<file path="config.mk">
export PLATFORM = sky130hd
export DESIGN_NAME = pipe_hazard_ctrl_flat
export DESIGN_NICKNAME = d
export VERILOG_FILES = /design/src/rtl/pipe_hazard_ctrl_pkg.sv /design/src/rtl/pipe_hazard_ctrl_if.sv /design/src/rtl/pipe_hazard_ctrl_fwd_unit.sv /design/src/rtl/pipe_hazard_ctrl.sv /design/src/flat_wrapper.sv
export SDC_FILE = /design/constraint.sdc
export NUM_CORES = 1
export LEC_CHECK = 0
export ABC_AREA = 1
export CAP_MARGIN = 20
export CELL_PAD_IN_SITES_DETAIL_PLACEMENT = 1
export CELL_PAD_IN_SITES_GLOBAL_PLACEMENT = 2
export CORE_MARGIN = 4
export CORE_UTILIZATION = 27
export CTS_CLUSTER_DIAMETER = 80
export CTS_CLUSTER_SIZE = 20
export DETAILED_ROUTE_END_ITERATION = 10
export PLACE_DENSITY_LB_ADDON = 0.1
export SLEW_MARGIN = 40
export SYNTH_ARGS = -nofsm -noshare
export SYNTH_HDL_FRONTEND = slang
export SYNTH_SLANG_ARGS = --single-unit
</file>
<file path="constraint.sdc">
create_clock -name clk -period 2.4 [get_ports clk]
set_input_delay 0.48 -clock clk [delete_from_list [all_inputs] [get_ports clk]]
set_output_delay 0.48 -clock clk [all_outputs]
set_load 0.01 [all_outputs]
</file>
<file path="src/rtl/pipe_hazard_ctrl_pkg.sv">
// Shared definitions for the pipeline hazard controller: opcodes,
// control-bundle bit layout and forwarding-select encodings.
package pipe_pkg;

  localparam logic [5:0] RTYPE = 6'b000000;
  localparam logic [5:0] LW    = 6'b100011;
  localparam logic [5:0] SW    = 6'b101011;
  localparam logic [5:0] BEQ   = 6'b000100;
  localparam logic [5:0] ADDI  = 6'b001000;
  localparam logic [5:0] J     = 6'b000010;

  // Bundle is {regwrite,memtoreg,memwrite,aluop,alusrc,regdst,branch,jump}, LSB first below
  localparam int CTRL_JUMP       = 0;
  localparam int CTRL_BRANCH     = 1;
  localparam int CTRL_REGDST     = 2;
  localparam int CTRL_ALUSRC     = 3;
  localparam int CTRL_ALUOP      = 4;
  localparam int CTRL_FIXED_BITS = 7;

  function automatic int ctrl_width(input int aluopw);
    return CTRL_FIXED_BITS + aluopw;
  endfunction

  function automatic int ctrl_memwrite(input int aluopw);
    return CTRL_ALUOP + aluopw;
  endfunction

  function automatic int ctrl_memtoreg(input int aluopw);
    return CTRL_ALUOP + aluopw + 1;
  endfunction

  function automatic int ctrl_regwrite(input int aluopw);
    return CTRL_ALUOP + aluopw + 2;
  endfunction

  typedef enum logic [1:0] {
    FWD_RF  = 2'b00,
    FWD_WB  = 2'b01,
    FWD_MEM = 2'b10
  } fwd_sel_e;

endpackage

</file>
<file path="src/rtl/pipe_hazard_ctrl_if.sv">
// Decode-side bundle in, stall/flush/forward and per-stage controls out.
// The master is the datapath/decoder; the slave is the hazard controller.
interface pipe_hazard_ctrl_if #(
  parameter int REGW   = 5,
  parameter int ALUOPW = 4,
  parameter int CNTW   = 16
);
  logic [6+ALUOPW:0] ctrld;
  logic [REGW-1:0]   rsd, rtd, rdd;
  logic              eqd;

  logic              stallf, stalld, flushd, flushe;
  logic              pcsrcd, jumpsel;
  logic              forwardad, forwardbd;
  logic [1:0]        forwardae, forwardbe;

  logic              regwritee, memtorege, memwritee, alusrce, regdste;
  logic [ALUOPW-1:0] aluope;
  logic [REGW-1:0]   writerege;
  logic              regwritem, memtoregm, memwritem;
  logic [REGW-1:0]   writeregm;
  logic              regwritew, memtoregw;
  logic [REGW-1:0]   writeregw;
  logic [CNTW-1:0]   stallcnt;

  modport master (
    output ctrld, rsd, rtd, rdd, eqd,
    input  stallf, stalld, flushd, flushe, pcsrcd, jumpsel,
    input  forwardad, forwardbd, forwardae, forwardbe,
    input  regwritee, memtorege, memwritee, alusrce, regdste, aluope, writerege,
    input  regwritem, memtoregm, memwritem, writeregm,
    input  regwritew, memtoregw, writeregw, stallcnt
  );

  modport slave (
    input  ctrld, rsd, rtd, rdd, eqd,
    output stallf, stalld, flushd, flushe, pcsrcd, jumpsel,
    output forwardad, forwardbd, forwardae, forwardbe,
    output regwritee, memtorege, memwritee, alusrce, regdste, aluope, writerege,
    output regwritem, memtoregm, memwritem, writeregm,
    output regwritew, memtoregw, writeregw, stallcnt
  );
endinterface

</file>
<file path="src/rtl/pipe_hazard_ctrl_fwd_unit.sv">
// Forwarding compare logic: ALU operand selects in E, comparator operand
// selects in D. Destination $0 is never a forwarding source.
module pipe_fwd_unit
  import pipe_pkg::*;
#(
  parameter int REGW = 5
) (
  input  logic [REGW-1:0] rsd,
  input  logic [REGW-1:0] rtd,
  input  logic [REGW-1:0] rse,
  input  logic [REGW-1:0] rte,
  input  logic [REGW-1:0] writeregm,
  input  logic [REGW-1:0] writeregw,
  input  logic            regwritem,
  input  logic            regwritew,
  output logic [1:0]      forwardae,
  output logic [1:0]      forwardbe,
  output logic            forwardad,
  output logic            forwardbd
);

  logic memvalid, wbvalid;

  assign memvalid = regwritem && (writeregm != '0);
  assign wbvalid  = regwritew && (writeregw != '0);

  // M stage wins over W since it holds the younger result
  always_comb begin
    forwardae = FWD_RF;
    forwardbe = FWD_RF;
    if (memvalid && (writeregm == rse))     forwardae = FWD_MEM;
    else if (wbvalid && (writeregw == rse)) forwardae = FWD_WB;
    if (memvalid && (writeregm == rte))     forwardbe = FWD_MEM;
    else if (wbvalid && (writeregw == rte)) forwardbe = FWD_WB;
  end

  assign forwardad = (rsd != '0) && regwritem && (writeregm == rsd);
  assign forwardbd = (rtd != '0) && regwritem && (writeregm == rtd);

endmodule

</file>
<file path="src/rtl/pipe_hazard_ctrl.sv">
// Pipeline control sequencer: carries D-stage controls through E/M/W,
// detects load-use and branch hazards, resolves redirects, counts stalls.
module pipe_hazard_ctrl
  import pipe_pkg::*;
#(
  parameter int REGW   = 5,
  parameter int ALUOPW = 4,
  parameter int CNTW   = 16
) (
  input logic              clk,
  input logic              rstn,
  pipe_hazard_ctrl_if.slave bus
);

  localparam int CW     = ctrl_width(ALUOPW);
  localparam int MEMWR  = ctrl_memwrite(ALUOPW);
  localparam int MEMTOR = ctrl_memtoreg(ALUOPW);
  localparam int REGWR  = ctrl_regwrite(ALUOPW);

  logic [CW-1:0]     ctrld;
  logic              jumpd, branchd;
  logic              lwstall, branchstall, stall, pcsrc, jsel;

  logic              regwritee, memtorege, memwritee, alusrce, regdste;
  logic [ALUOPW-1:0] aluope;
  logic [REGW-1:0]   rse, rte, rde, writerege;
  logic              regwritem, memtoregm, memwritem;
  logic [REGW-1:0]   writeregm;
  logic              regwritew, memtoregw;
  logic [REGW-1:0]   writeregw;
  logic [CNTW-1:0]   stallcnt;

  assign ctrld   = bus.ctrld;
  assign jumpd   = ctrld[CTRL_JUMP];
  assign branchd = ctrld[CTRL_BRANCH];

  // A stalled cycle loads a bubble into E while D is held
  always_ff @(posedge clk or negedge rstn) begin
    if (!rstn) begin
      regwritee <= 1'b0;
      memtorege <= 1'b0;
      memwritee <= 1'b0;
      alusrce   <= 1'b0;
      regdste   <= 1'b0;
      aluope    <= '0;
      rse       <= '0;
      rte       <= '0;
      rde       <= '0;
    end else if (stall) begin
      regwritee <= 1'b0;
      memtorege <= 1'b0;
      memwritee <= 1'b0;
      alusrce   <= 1'b0;
      regdste   <= 1'b0;
      aluope    <= '0;
      rse       <= '0;
      rte       <= '0;
      rde       <= '0;
    end else begin
      regwritee <= ctrld[REGWR];
      memtorege <= ctrld[MEMTOR];
      memwritee <= ctrld[MEMWR];
      alusrce   <= ctrld[CTRL_ALUSRC];
      regdste   <= ctrld[CTRL_REGDST];
      aluope    <= ctrld[CTRL_ALUOP +: ALUOPW];
      rse       <= bus.rsd;
      rte       <= bus.rtd;
      rde       <= bus.rdd;
    end
  end

  assign writerege = regdste ? rde : rte;

  always_ff @(posedge clk or negedge rstn) begin
    if (!rstn) begin
      regwritem <= 1'b0;
      memtoregm <= 1'b0;
      memwritem <= 1'b0;
      writeregm <= '0;
      regwritew <= 1'b0;
      memtoregw <= 1'b0;
      writeregw <= '0;
    end else begin
      regwritem <= regwritee;
      memtoregm <= memtorege;
      memwritem <= memwritee;
      writeregm <= writerege;
      regwritew <= regwritem;
      memtoregw <= memtoregm;
      writeregw <= writeregm;
    end
  end

  // A jump's rt field is target bits, not a source register, so it never load-stalls
  assign lwstall = memtorege && !jumpd && (writerege != '0) &&
                   ((writerege == bus.rsd) || (writerege == bus.rtd));

  assign branchstall = branchd &&
    ((regwritee && (writerege != '0) &&
      ((writerege == bus.rsd) || (writerege == bus.rtd))) ||
     (memtoregm && (writeregm != '0) &&
      ((writeregm == bus.rsd) || (writeregm == bus.rtd))));

  assign stall = lwstall || branchstall;
  assign pcsrc = branchd && bus.eqd && !branchstall;
  assign jsel  = jumpd && !stall;

  always_ff @(posedge clk or negedge rstn) begin
    if (!rstn)                       stallcnt <= '0;
    else if (stall && ~&stallcnt)    stallcnt <= stallcnt + 1'b1;
  end

  pipe_fwd_unit #(.REGW(REGW)) u_fwd (
    .rsd       (bus.rsd),
    .rtd       (bus.rtd),
    .rse       (rse),
    .rte       (rte),
    .writeregm (writeregm),
    .writeregw (writeregw),
    .regwritem (regwritem),
    .regwritew (regwritew),
    .forwardae (bus.forwardae),
    .forwardbe (bus.forwardbe),
    .forwardad (bus.forwardad),
    .forwardbd (bus.forwardbd)
  );

  assign bus.stallf    = stall;
  assign bus.stalld    = stall;
  assign bus.flushe    = stall;
  assign bus.pcsrcd    = pcsrc;
  assign bus.jumpsel   = jsel;
  assign bus.flushd    = pcsrc || jsel;
  assign bus.regwritee = regwritee;
  assign bus.memtorege = memtorege;
  assign bus.memwritee = memwritee;
  assign bus.alusrce   = alusrce;
  assign bus.regdste   = regdste;
  assign bus.aluope    = aluope;
  assign bus.writerege = writerege;
  assign bus.regwritem = regwritem;
  assign bus.memtoregm = memtoregm;
  assign bus.memwritem = memwritem;
  assign bus.writeregm = writeregm;
  assign bus.regwritew = regwritew;
  assign bus.memtoregw = memtoregw;
  assign bus.writeregw = writeregw;
  assign bus.stallcnt  = stallcnt;

endmodule

</file>
<file path="src/flat_wrapper.sv">
// flat-port wrapper written by rule: the top's interface ports become plain ports
module pipe_hazard_ctrl_flat import pipe_pkg::*;
#(
  parameter int REGW   = 5,
  parameter int ALUOPW = 4,
  parameter int CNTW   = 16
)
  (clk, rstn, bus_ctrld, bus_rsd, bus_rtd, bus_rdd, bus_eqd, bus_stallf, bus_stalld, bus_flushd, bus_flushe, bus_pcsrcd, bus_jumpsel, bus_forwardad, bus_forwardbd, bus_forwardae, bus_forwardbe, bus_regwritee, bus_memtorege, bus_memwritee, bus_alusrce, bus_regdste, bus_aluope, bus_writerege, bus_regwritem, bus_memtoregm, bus_memwritem, bus_writeregm, bus_regwritew, bus_memtoregw, bus_writeregw, bus_stallcnt);
  pipe_hazard_ctrl_if #(.REGW(REGW), .ALUOPW(ALUOPW), .CNTW(CNTW)) bus_i ();
  input logic clk;
  input logic rstn;
  input wire logic [$bits(bus_i.ctrld)-1:0] bus_ctrld;
  input wire logic [$bits(bus_i.rsd)-1:0] bus_rsd;
  input wire logic [$bits(bus_i.rtd)-1:0] bus_rtd;
  input wire logic [$bits(bus_i.rdd)-1:0] bus_rdd;
  input wire logic [$bits(bus_i.eqd)-1:0] bus_eqd;
  output wire logic [$bits(bus_i.stallf)-1:0] bus_stallf;
  output wire logic [$bits(bus_i.stalld)-1:0] bus_stalld;
  output wire logic [$bits(bus_i.flushd)-1:0] bus_flushd;
  output wire logic [$bits(bus_i.flushe)-1:0] bus_flushe;
  output wire logic [$bits(bus_i.pcsrcd)-1:0] bus_pcsrcd;
  output wire logic [$bits(bus_i.jumpsel)-1:0] bus_jumpsel;
  output wire logic [$bits(bus_i.forwardad)-1:0] bus_forwardad;
  output wire logic [$bits(bus_i.forwardbd)-1:0] bus_forwardbd;
  output wire logic [$bits(bus_i.forwardae)-1:0] bus_forwardae;
  output wire logic [$bits(bus_i.forwardbe)-1:0] bus_forwardbe;
  output wire logic [$bits(bus_i.regwritee)-1:0] bus_regwritee;
  output wire logic [$bits(bus_i.memtorege)-1:0] bus_memtorege;
  output wire logic [$bits(bus_i.memwritee)-1:0] bus_memwritee;
  output wire logic [$bits(bus_i.alusrce)-1:0] bus_alusrce;
  output wire logic [$bits(bus_i.regdste)-1:0] bus_regdste;
  output wire logic [$bits(bus_i.aluope)-1:0] bus_aluope;
  output wire logic [$bits(bus_i.writerege)-1:0] bus_writerege;
  output wire logic [$bits(bus_i.regwritem)-1:0] bus_regwritem;
  output wire logic [$bits(bus_i.memtoregm)-1:0] bus_memtoregm;
  output wire logic [$bits(bus_i.memwritem)-1:0] bus_memwritem;
  output wire logic [$bits(bus_i.writeregm)-1:0] bus_writeregm;
  output wire logic [$bits(bus_i.regwritew)-1:0] bus_regwritew;
  output wire logic [$bits(bus_i.memtoregw)-1:0] bus_memtoregw;
  output wire logic [$bits(bus_i.writeregw)-1:0] bus_writeregw;
  output wire logic [$bits(bus_i.stallcnt)-1:0] bus_stallcnt;
  assign bus_i.ctrld = bus_ctrld;
  assign bus_i.rsd = bus_rsd;
  assign bus_i.rtd = bus_rtd;
  assign bus_i.rdd = bus_rdd;
  assign bus_i.eqd = bus_eqd;
  assign bus_stallf = bus_i.stallf;
  assign bus_stalld = bus_i.stalld;
  assign bus_flushd = bus_i.flushd;
  assign bus_flushe = bus_i.flushe;
  assign bus_pcsrcd = bus_i.pcsrcd;
  assign bus_jumpsel = bus_i.jumpsel;
  assign bus_forwardad = bus_i.forwardad;
  assign bus_forwardbd = bus_i.forwardbd;
  assign bus_forwardae = bus_i.forwardae;
  assign bus_forwardbe = bus_i.forwardbe;
  assign bus_regwritee = bus_i.regwritee;
  assign bus_memtorege = bus_i.memtorege;
  assign bus_memwritee = bus_i.memwritee;
  assign bus_alusrce = bus_i.alusrce;
  assign bus_regdste = bus_i.regdste;
  assign bus_aluope = bus_i.aluope;
  assign bus_writerege = bus_i.writerege;
  assign bus_regwritem = bus_i.regwritem;
  assign bus_memtoregm = bus_i.memtoregm;
  assign bus_memwritem = bus_i.memwritem;
  assign bus_writeregm = bus_i.writeregm;
  assign bus_regwritew = bus_i.regwritew;
  assign bus_memtoregw = bus_i.memtoregw;
  assign bus_writeregw = bus_i.writeregw;
  assign bus_stallcnt = bus_i.stallcnt;
  pipe_hazard_ctrl #(.REGW(REGW), .ALUOPW(ALUOPW), .CNTW(CNTW)) u_core (.clk(clk), .rstn(rstn), .bus(bus_i));
endmodule
</file>
Yosys cells after proc, flatten, opt, wreduce, memory -nomap -nowiden --
Cells that the tools add are included.
Operators by class: reduce and logical (&&, ||, !) cells 37, add/sub/neg operators 1, mux-type cells 14, eq/ne operators 8
Operators by type and width (number):
- $eq A5 B5 Y1 | 8
- $reduce_bool A5 Y1 | 5
- $logic_and A1 B1 Y1 | 22
- $mux W5 | 4
- $add A16 B1 Y16 const B | 1
- $reduce_and A16 Y1 | 1
- $mux W1 | 7
- $logic_or A1 B1 Y1 | 5
- $logic_not A1 Y1 | 4
- $mux W2 | 2
- $mux W4 | 1
Word-level totals: input port bits 29, flip-flop bits (word level) 55

Depth between registers and ports, before layout --
word-level depth 10, gate-level depth with buffers 17, gate-level depth less buffers 15

Hierarchy --
Synthesis repeated with hierarchy kept, for this count alone.
Second synthesis, totals: cells, all modules 443, area total of the unflattened synthesis 3206.8 µm²
Modules (own cells, without submodules):
- pipe_hazard_ctrl | cells an instance 337, area each 2698.8 µm², sequential area each 1376.3 µm², instances 1
- pipe_fwd_unit | cells an instance 106, area each 508.0 µm², sequential area each 0.0 µm², instances 1

Least setup slack after synthesis --
No wires, ideal clock.
path kind flip-flop to output port, start point register u_core.regdste (netlist: u_core.bus.regdste), end point output bus_stalld, cell stages (with the launch flop) 16, buffers on the path 3, arrival 1.751 ns, path slack 0.169 ns, required time 1.920 ns, cells stage by stage dfrtp_1 buf_6 inv_4 nand2_1 nand2_1 nand2_1 nand2_1 nor2_1 nand3_1 nand2_1 nand2_1 nand2_2 nand2_2 nand2_4 buf_2 buf_4
Between the ends: word-level cells in the longest chain between the ends 7
Ends and longest elaborated chain:
- start, declared | line pipe_hazard_ctrl.sv:24 | logic regwritee, memtorege, memwritee, alusrce, regdste;
- start signal, assigned | line pipe_hazard_ctrl.sv:64 | regdste <= ctrld[CTRL_REGDST];
- $mux W5 (*) | line pipe_hazard_ctrl.sv:72 | assign writerege = regdste ? rde : rte;
- net bus_writerege[2] | line flat_wrapper.sv:33 | output wire logic [$bits(bus_i.writerege)-1:0] bus_writerege;
- $eq A5 B5 Y1 or $reduce_bool A5 Y1 (tied branches)
- $logic_or A1 B1 Y1 or $logic_and A1 B1 Y1 (tied branches) | line pipe_hazard_ctrl.sv:96, pipe_hazard_ctrl.sv:100, pipe_hazard_ctrl.sv:99
- $logic_and A1 B1 Y1 | line pipe_hazard_ctrl.sv:99 | ((regwritee && (writerege != '0) &&
- $logic_or A1 B1 Y1 | line pipe_hazard_ctrl.sv:100 | ((writerege == bus.rsd) || (writerege == bus.rtd))) ||
- $logic_and A1 B1 Y1 | line pipe_hazard_ctrl.sv:98 | assign branchstall = branchd &&
- $logic_or A1 B1 Y1 (*) | line pipe_hazard_ctrl.sv:104 | assign stall = lwstall || branchstall;
- end, declared | line flat_wrapper.sv:18 | output wire logic [$bits(bus_i.stalld)-1:0] bus_stalld;
Mark *: on every way through the listed nets, which the timed path passes. The rest lies on a longest branch.

Final worst setup path --
start point register u_core.regdste (netlist: u_core.bus.regdste), end point output bus_flushd
Between the ends: word-level cells in the longest chain between the ends 10
Ends and longest elaborated chain:
- $mux W5 (*) | line pipe_hazard_ctrl.sv:72
- $eq A5 B5 Y1 or $reduce_bool A5 Y1 (tied branches)
- $logic_or A1 B1 Y1 or $logic_and A1 B1 Y1 (tied branches) | line pipe_hazard_ctrl.sv:96, pipe_hazard_ctrl.sv:100, pipe_hazard_ctrl.sv:99
- $logic_and A1 B1 Y1 | line pipe_hazard_ctrl.sv:99
- $logic_or A1 B1 Y1 | line pipe_hazard_ctrl.sv:100
- $logic_and A1 B1 Y1 | line pipe_hazard_ctrl.sv:98
- $logic_or A1 B1 Y1 | line pipe_hazard_ctrl.sv:104
- $logic_not A1 Y1 | line pipe_hazard_ctrl.sv:106 | assign jsel = jumpd && !stall;
- $logic_and A1 B1 Y1 | line pipe_hazard_ctrl.sv:106
- $logic_or A1 B1 Y1 (*) | line pipe_hazard_ctrl.sv:133 | assign bus.flushd = pcsrc || jsel;
- end, declared | line flat_wrapper.sv:19 | output wire logic [$bits(bus_i.flushd)-1:0] bus_flushd;
Every way passes the cells marked *; elsewhere a longest branch is shown, timed or not.

==> key figures <==
Clock network
  – Clock buffer depth: 2
  – Clk_lat worst skew: 0.32 ns
  – CTS tree: done
  – Root Buffer: clkbuf_8
  – Clk slew on worst S/H paths: 0.11 ns
  – CTS sink cnt: 55
  – Hold Buf Count CTS: 0
  – Num CTS Buffers: 5
  – Maximum level of the CTS H-tree: 2

Cells and area
  – Fill count: 1309
  – Most frequent cells in the layout: nand2_1 (71), clkdlybuf4s50_1 (60), dfrtp_1 (51), buf_4 (50), inv_1 (45)
  – Design Area, Final: 0.004651 mm2
  – Fin nets: 538
  – Share of layout cells above drive strength 1: 26.52%
  – Number of inserted diodes: 0
  – Area grow syn2layout: 56.18%
  – Layout Utilization: 42.90%
  – Commonest non-fill, non-tap cell in the layout: nand2_1

Setup path
  – Setup CP Type: register to primary output
  – Crit end category: primary output
  – WP data required: 1.92 ns
  – Max FO, Critical Path: 8
  – CP startpoint: u_core.bus.regdste
  – R2R Path Start: u_core.bus.regdste
  – R2r worst-path depth: 17
  – Crit path arrival time: 2.07 ns
  – Worst R2R Setup Slack: 0.10 ns
  – FF-to-FF End: u_core.bus.stallcnt[15]
  – End of the critical path: bus_flushd
  – CP startpoint kind: register

Min path
  – Hold Crit Class: input pin to async pin

GRT
  – First-pass GRT wire length: 16300 um
  – Largest net degree at the start of global routing: 31
  – Grt total ovfl: 0
  – Vias in the first global route: 3126
  – Initial antenna violation count: 0
  – GR Util All Layers: 16.04%

Logic synthesis
  – Compound-Gate Fraction of Synth Area: 1.597%
  – Synth area leaders: dfrtp_1 (46%), nand2_1 (12%), xor2_1 (7.4%)
  – Synthesis Warnings: 0
  – Mux cell area share after synthesis: 0%
  – Number of flops mapped to enable cells by yosys: 0
  – Post-Synth Simple-Gate Area: 31.05%
  – #FFs+latches synth: 55
  – Synth async-reset ratio: 100.0%
  – Synth unique cells: 28
  – Adder-Cell Fraction of Synth Area: 0.4202%
  – Sequential fraction of the synthesis area: 46.22%
  – Syn Area/Cell: 7.941 um2
  – Synth top area share: 46.22%
  – Ys flop type: dfrtp_1
  – Post-synth top area cell: dfrtp_1
  – XOR/XNOR share of the synthesized area: 11.47%
  – Syn nets: 405
  – Mapped Area: 0.002978 mm2
  – Gate Count Post-Synth: 375
  – Largest family of logic cells by synthesized area: simple AND/OR/NAND/NOR gates

Power
  – Sw Pwr: 0.9109 mW
  – Maximum VDD drop: 0.0002118 V
  – Pwr Density: 566.4 mW/mm2
  – Flop pwr share: 43.9%
  – Leakage: 2.298 nW
  – Clock network power share: 20.2%
  – Total Power: 2.634 mW
  – Switching portion of total power: 34.58%
  – Pint: 1.724 mW
  – Combinational group share of total power: 35.9%

Routing
  – Vias: 2860
  – Pre-antenna DRT Iters: 4
  – Remaining DRCs: 0
  – Vias/cell: 4.407
  – Starting DRT DRC Count: 117
  – Routed WL per cell: 15.24 um
  – WL final: 9893 um
  – Post-DRT Antenna Nets: 0

Placed design
  – Hpwl dp: 7546 um
  – DP Worst Slack: -0.5909 ns
  – Placer congestion estimate: 0.8425
  – Port Buffers: 85
  – Placed Area: 0.004227 mm2

Outcome
  – Failing checks: setup timing
  – Status: finished with violations

Timing
  – Actual transition at the worst max-transition pin: 0.6550 ns
  – RSZ-0062 raised after global routing: true
  – Worst Skew: 0.008270 ns
  – Rel. slew slack: 56.33%
  – Final hold violations: 0
  – Max Fclk: 392.9 MHz
  – Final worst path period share: 106.1%
  – Final Worst Setup Slack: -0.1454 ns
  – Minimum clock period: 2.545 ns
  – Final Max Slew Viols: 0
  – Setup violators final: 6

Run
  – Max cap viols: 0

Floorplan
  – Die width: 113.0 um
  – Rows: 38
  – Die area: 0.01277 mm2
  – Die H: 113.0 um
  – Placeable Area: 0.01084 mm2
  – Num ports: 86
  – Initial Util: 27.47%
## worst min-delay path by stage
stage                          from              endpoint  slack [ns]  cells after the start
5_1_grt                        rstn         u_core.rde[0]        0.23                      1
3_5_place_dp   u_core.bus.memwritee  u_core.bus.memwritem        0.37                      0
3_3_place_gp   u_core.bus.memwritee  u_core.bus.memwritem        0.36                      0
6_report                       rstn         u_core.rde[0]        0.18                      1
4_1_cts                        rstn         u_core.rse[1]        0.20                      1
2_1_floorplan                  rstn  u_core.bus.aluope[0]        0.18                      0
## what timing repair did
action,in CTS,in global routing
setup endpoints to repair,32,27
pin swaps,18,11
setup buffers,9,6
resized for setup,85,43
## kinds of logic after synthesis
| family | count (synthesis) |
|---|---|
| AND/OR/NAND/NOR | 210 |
| buffers and inverters | 63 |
| flip-flops | 55 |
| XOR/XNOR | 39 |
| AO/OA/AOI/OAI | 7 |
| adder cells (fa/ha/maj) | 1 |
## state kept, by name, summed over array words and instances, names as in the netlist, 4 cells and up
register	cells
u_core.bus.aluope	4
u_core.bus.stallcnt	16
u_core.bus.writeregm	5
u_core.bus.writeregw	5
u_core.rde	5
u_core.rse	5
u_core.rte	5
## metal layers
layer | GRT usage [%] | wire [um] | vias to the layer above
met3 | 3.476 | 528 | 10
li1 | - | - | 1429
met5 | 0 | 0 | -
met4 | 3.285 | 125 | 0
met2 | 25.83 | 4505 | 66
met1 | 22.31 | 4733 | 1355
## through the flow
step           TNS, ns  hold slack, ns  instances
6_report       -0.4976          0.1818        649
3_3_place_gp    -8.365          0.3614        627
5_1_grt         -2.842          0.2271        649
2_1_floorplan        0          0.1844        375
3_5_place_dp    -9.732          0.3716        627
4_1_cts        -0.9016          0.1973        644
## critical path, stage by stage, from the launching register on
cell and delay, ns:
dfrtp_2 0.44, clkinv_4 0.13, buf_6 0.15, nand2_4 0.06, nand2_4 0.05, nand2_2 0.05
nand2_2 0.05, nor2_1 0.08, nand3_1 0.10, nand2_2 0.10, nand2_2 0.06, nand2_2 0.09
nand2_4 0.07, nand2_8 0.11, o22ai_2 0.07, buf_2 0.14
## power by group through the flow
stage / registers (mW) / logic [mW] / clock network [mW]
final: 1.16 / 0.945 / 0.532
after global routing: 1.18 / 1.04 / 0.600
after CTS: 1.16 / 0.896 / 0.568
after detailed placement: 1.18 / 0.822 / 0
after global placement: 1.17 / 0.813 / 0
after floorplan: 1.17 / 0.350 / 0
## synthesized netlist by cell type, types with 4 or more instances
cell	n
nand2_2	6
buf_2	5
nand2_1	93
nand3_1	41
nor3_1	10
xnor2_1	14
nand4_1	4
nor4_1	5
xor2_1	25
buf_4	4
inv_1	48
nor2_1	45
dfrtp_1	55
## cell type report
type / count / area (um2) / area share [%]
Clock buffer: 6 / 72.57 / 1.560
Sequential cell: 55 / 1381 / 29.70
Tap cell: 140 / 175.2 / 3.766
Multi-Input combinational cell: 257 / 1567 / 33.68
Inverter: 50 / 192.7 / 4.143
Clock inverter: 2 / 16.27 / 0.3497
Timing Repair Buffer: 139 / 1246 / 26.80
No activity file was read; power rests on OpenSTA's default activity.
